--- config.mk ---
export PLATFORM = sky130hd
export DESIGN_NAME = mult_fu
export DESIGN_NICKNAME = d
export VERILOG_FILES = /design/src/rtl/mult_fu.sv
export SDC_FILE = /design/constraint.sdc
export NUM_CORES = 2
export LEC_CHECK = 0
export ABC_AREA = 1
export CORE_UTILIZATION = 30
export DETAILED_ROUTE_END_ITERATION = 10
export DONT_BUFFER_PORTS = 1
export GPL_ROUTABILITY_DRIVEN = 0
export PLACE_DENSITY = 0.43
export SETUP_SLACK_MARGIN = 0.3
export SLEW_MARGIN = 5
export SYNTH_ARGS = -nofsm -noshare
export SYNTH_HDL_FRONTEND = slang
export SYNTH_SLANG_ARGS = --single-unit
--- constraint.sdc ---
create_clock -name clk -period 7.9 [get_ports clk]
set_clock_uncertainty 0.05 [all_clocks]
set_input_delay 1.58 -clock clk [delete_from_list [all_inputs] [get_ports clk]]
set_output_delay 1.58 -clock clk [all_outputs]
set_load 0.1 [all_outputs]
--- src/rtl/mult_fu.sv ---
// mult_fu: pipelined RV32M integer multiply unit.
//
// An issued MULT-class instruction enters stage 0. The product is built from
// one partial-product chunk per stage, so the full 2*XLEN product is ready in
// the last stage. Each stage has its own valid bit. A stage holds its contents
// under backpressure and passes them on when the stage ahead can take them.
// Empty stages never block the stages behind them, so bubbles collapse.
//
// Ports:
//   clk, rst_n          rising-edge clock, asynchronous active-low reset
//   in_valid            issue request (honoured only while fu_ready=1)
//   in_rs1, in_rs2      source operands (XLEN)
//   in_func             0=MUL 1=MULH 2=MULHSU 3=MULHU
//   in_dest_tag         destination physical tag (TAG_W)
//   squash              flush every in-flight instruction on the next edge
//   fu_ready            unit can accept an instruction this cycle
//   out_valid           last stage holds a finished result
//   out_result          result value (XLEN)
//   out_dest_tag        result tag (TAG_W)
//   out_ready           CDB grant; result retires on out_valid && out_ready
module mult_fu #(
    parameter int XLEN   = 32,
    parameter int TAG_W  = 6,
    parameter int STAGES = 4
) (
    input  logic             clk,
    input  logic             rst_n,
    input  logic             in_valid,
    input  logic [XLEN-1:0]  in_rs1,
    input  logic [XLEN-1:0]  in_rs2,
    input  logic [1:0]       in_func,
    input  logic [TAG_W-1:0] in_dest_tag,
    input  logic             squash,
    output logic             fu_ready,
    output logic             out_valid,
    output logic [XLEN-1:0]  out_result,
    output logic [TAG_W-1:0] out_dest_tag,
    input  logic             out_ready
);

    localparam int W    = 2 * XLEN;
    localparam int C    = W / STAGES;
    localparam int LAST = STAGES - 1;

    // Sign- or zero-extend an operand to the full product width.
    function automatic logic [W-1:0] extend_op(input logic [XLEN-1:0] op,
                                               input logic is_signed);
        extend_op = {{XLEN{is_signed & op[XLEN-1]}}, op};
    endfunction

    // rs1 is signed for everything except MULHU.
    function automatic logic rs1_signed(input logic [1:0] func);
        rs1_signed = (func != 2'd3);
    endfunction

    // rs2 is signed only for MUL and MULH.
    function automatic logic rs2_signed(input logic [1:0] func);
        rs2_signed = (func == 2'd0) || (func == 2'd1);
    endfunction

    // MUL returns the low half of the product; the MULH variants the high half.
    function automatic logic [XLEN-1:0] select_result(input logic [1:0] func,
                                                      input logic [W-1:0] prod);
        case (func)
            2'd0:    select_result = prod[XLEN-1:0];
            default: select_result = prod[W-1:XLEN];
        endcase
    endfunction

    // Stage state
    logic [STAGES-1:0] valid_r;
    logic [1:0]        func_r [STAGES];
    logic [TAG_W-1:0]  tag_r  [STAGES];
    logic [W-1:0]      m_r    [STAGES];
    logic [W-1:0]      r_r    [STAGES];
    logic [W-1:0]      p_r    [STAGES];
    logic [XLEN-1:0]   result_r;

    // open_s[k]: stage k will take new contents on the next edge (it is empty
    // or its contents move on). open_s[STAGES] is the CDB sink.
    logic [STAGES:0]   open_s;
    logic              accept_s;

    // What each stage would load on the next edge, chunk already applied.
    logic [STAGES-1:0] src_valid_s;
    logic [1:0]        src_func_s [STAGES];
    logic [TAG_W-1:0]  src_tag_s  [STAGES];
    logic [W-1:0]      src_m_s    [STAGES];
    logic [W-1:0]      src_r_s    [STAGES];
    logic [W-1:0]      src_p_s    [STAGES];
    logic [W-1:0]      nxt_m_s    [STAGES];
    logic [W-1:0]      nxt_r_s    [STAGES];
    logic [W-1:0]      nxt_p_s    [STAGES];

    // Backpressure chain, evaluated from the last stage toward stage 0.
    always_comb begin
        open_s         = {(STAGES+1){1'b0}};
        open_s[STAGES] = out_ready;
        for (int k = STAGES - 1; k >= 0; k--) begin
            open_s[k] = !valid_r[k] || open_s[k+1];
        end
    end

    assign fu_ready = open_s[0];
    assign accept_s = in_valid && open_s[0] && !squash;

    // Per-stage source selection and one C-bit multiply-accumulate step.
    always_comb begin
        src_valid_s   = {STAGES{1'b0}};
        src_valid_s[0] = accept_s;
        src_func_s[0]  = in_func;
        src_tag_s[0]   = in_dest_tag;
        src_m_s[0]     = extend_op(in_rs1, rs1_signed(in_func));
        src_r_s[0]     = extend_op(in_rs2, rs2_signed(in_func));
        src_p_s[0]     = {W{1'b0}};
        for (int k = 1; k < STAGES; k++) begin
            src_valid_s[k] = valid_r[k-1];
            src_func_s[k]  = func_r[k-1];
            src_tag_s[k]   = tag_r[k-1];
            src_m_s[k]     = m_r[k-1];
            src_r_s[k]     = r_r[k-1];
            src_p_s[k]     = p_r[k-1];
        end
        for (int k = 0; k < STAGES; k++) begin
            nxt_p_s[k] = src_p_s[k] + src_m_s[k] * {{(W-C){1'b0}}, src_r_s[k][C-1:0]};
            nxt_m_s[k] = src_m_s[k] << C;
            nxt_r_s[k] = src_r_s[k] >> C;
        end
    end

    // Stage registers: squash clears, open stages load, blocked stages hold.
    always_ff @(posedge clk or negedge rst_n) begin
        if (!rst_n) begin
            valid_r  <= {STAGES{1'b0}};
            result_r <= {XLEN{1'b0}};
            for (int k = 0; k < STAGES; k++) begin
                func_r[k] <= 2'b00;
                tag_r[k]  <= {TAG_W{1'b0}};
                m_r[k]    <= {W{1'b0}};
                r_r[k]    <= {W{1'b0}};
                p_r[k]    <= {W{1'b0}};
            end
        end else if (squash) begin
            valid_r <= {STAGES{1'b0}};
        end else begin
            for (int k = 0; k < STAGES; k++) begin
                if (open_s[k]) begin
                    valid_r[k] <= src_valid_s[k];
                    if (src_valid_s[k]) begin
                        func_r[k] <= src_func_s[k];
                        tag_r[k]  <= src_tag_s[k];
                        m_r[k]    <= nxt_m_s[k];
                        r_r[k]    <= nxt_r_s[k];
                        p_r[k]    <= nxt_p_s[k];
                    end
                end
            end
            // The result half is selected as the last stage loads, so the
            // output comes straight from a register.
            if (open_s[LAST] && src_valid_s[LAST]) begin
                result_r <= select_result(src_func_s[LAST], nxt_p_s[LAST]);
            end
        end
    end

    assign out_valid    = valid_r[LAST];
    assign out_result   = result_r;
    assign out_dest_tag = tag_r[LAST];

endmodule

==> metrics.txt <==
outcome=finished, final reports clean; Layout Cells excl Fill=11.31k; CTS max path bufs=3; Post-Synthesis Cell Area=0.06464 mm²; Post-synth EDFFs=0; vias in the first global route=56.14k; ys async rst share=1.000; Syn Nets=10.10k; Chip Width=466.2 µm; Synth Warn #=0; MaxCap Viol Count=0; Mean Syn Cell Area=7.637 µm²; first-pass GRT wire length=347,600 µm; Critical-path top delay cell=fa_2; worst hold slack=0.4035 ns; global route total overflow=0; DR vias/cell=4.677; antenna-violating nets left=0; Most used DFF post-synth=dfrtp_1; port buffer count=0; hpwl dp=183,100 µm; Nets=10.07k; Final Max Slew Viols=0; dpl cells=11.18k; TritonCTS buffer count=47; final worst slack=0.4348 ns; CP endpoint kind=flip-flop; period utilization=0.9450; Worst EP arrival=7.96 ns; row count=170; Initial DRT Pass Iterations=6; CTS Sinks=344; worst hold path type=flip-flop to flip-flop; Core Region=0.2144 mm²; Max stage delay on crit path=0.58 ns; CP required=8.40 ns; Initial Utilization=0.3015; FMAX=0.1340 GHz; commonest non-fill, non-tap cell in the layout=nand2_1; fraction of final layout cells sized beyond drive strength 1=0.09022; Setup-failing EPs final=0; Die Ht=466.2 µm; H-tree depth=2; Place WS=-0.1127 ns; CP startpoint kind=flip-flop; antenna violations before repair=10; synthesized instance count=8,464; TNS Setup=0 ns; final hold vios=0; min Tclk post-route=7.465 ns; total number of vias=52.90k; fillers=22.92k; I/O pin count=117; top fanout value on the critical path=8; most frequent cells in the layout=nand2_1 (2,272), inv_1 (2,124), fa_1 (1,175); area of the die=0.2173 mm²; RSZ-0062 raised after global routing=true; area added between synthesis and finish=12.85%; routed wire length=228,100 µm; Clock Latency Late Sink=0.67 ns; Cell variety after synth=52; total track usage=0.2091; DRC=0; sequential-to-total area share from yosys stat=0.1332; worst setup path category=flip-flop to flip-flop; Rel. slew slack=0.08775; DR WL/cell=20.17 µm; largest net degree at the start of global routing=345; initial DRC count=3,787; synthesized flop and latch total=344; Root Buffer=clkbuf_16; Worst-path clk slew=0.06 ns; CTS tree=built; Least-Margin Pin Slew=1.368 ns
-- worst paths after layout --
check	startpoint	endpoint	slack [ns]	cells after the start
hold reg to reg	p_r[149]	p_r[85]	0.40	2
hold / removal	p_r[149]	p_r[85]	0.40	2
setup / recovery	r_r[193]	p_r[191]	0.43	35
max in group asynchronous	rst_n	m_r[213]	6.54	0
setup reg to reg	r_r[193]	p_r[191]	0.43	35
min in group asynchronous	rst_n	nxt_r_s[128]	0.60	0
-- layer usage --
metal / track usage / routed length [µm]
met1: 0.2992 / 107500
met2: 0.3461 / 106300
met3: 0.01765 / 9910
met4: 0.03690 / 4417
met5: 0 / 27
-- state kept, by name (all words and copies together), names as in the netlist, 4 cells and up --
name and cells:
src_tag_s 18, out_result 32, p_r 178, func_r 6, out_dest_tag 6, valid_r 4
m_r 81, r_r 18
-- critical path: cells and delay by family (launching register included) --
kind | cells | cell delay (ns)
flip-flops | 1 | 0.41
buffers and inverters | 10 | 1.25
AND/OR/NAND/NOR | 17 | 2.09
adder cells (fa/ha/maj) | 8 | 3.55
-- layout make-up --
type,instances,area [µm²],area share
multi-input combinational,5637,48620,0.6666
sequential,344,8636,0.1184
inverter,2155,8089,0.1109
tap,2838,3551,0.04868
timing repair buffer,248,2486,0.03408
clock buffer,60,1295,0.01775
clock inverter,24,254.0,0.003482
antenna,4,10.01,0.0001372
-- per-stage QoR --
stage | utilization | instance area (µm²)
floorplan | - | 64640
global placement | 0.3207 | 68750
detailed placement | 0.3207 | 68750
CTS | 0.3306 | 70870
global route | 0.3402 | 72940
finish | 0.3402 | 72940
-- cell families (layout without fill, tap and decap cells) --
| group | Yosys count | after routing | share of synthesized area |
|---|---|---|---|
| buffers and inverters | 2483 | 2487 | 0.1448 |
| adder cells (fa/ha/maj) | 1560 | 1560 | 0.4420 |
| other | 0 | 4 | 0 |
| AND/OR/NAND/NOR | 3137 | 3137 | 0.1926 |
| XOR/XNOR | 161 | 161 | 0.02182 |
| AO/OA/AOI/OAI | 779 | 779 | 0.06556 |
| flip-flops | 344 | 344 | 0.1332 |
-- timing repair --
item                                    CTS  global route
endpoints found under the setup margin   26            48
setup buffers                             6            30
hold buffers                              0             0
gates cloned                              3             8
gates resized for setup                 117           403
pin swaps                                10            97
-- cells in the mapped netlist (all sizes together) (46+ instances only) --
cell type / instances / area (µm²)
nand3: 228 / 1146
o21ai: 350 / 1767
clkbuf: 290 / 1089
nor3: 46 / 251.5
inv: 2154 / 8085
a21oi: 286 / 1439
ha: 354 / 4429
nand2: 2326 / 8738
xor2: 84 / 735.7
dfrtp: 344 / 8608
nor2: 445 / 1710
fa: 1206 / 24140
xnor2: 77 / 674.4
Power is left out: the tool's default activity adds up to more than one toggle a clock period on the data nets, which glitch-free logic cannot reach.
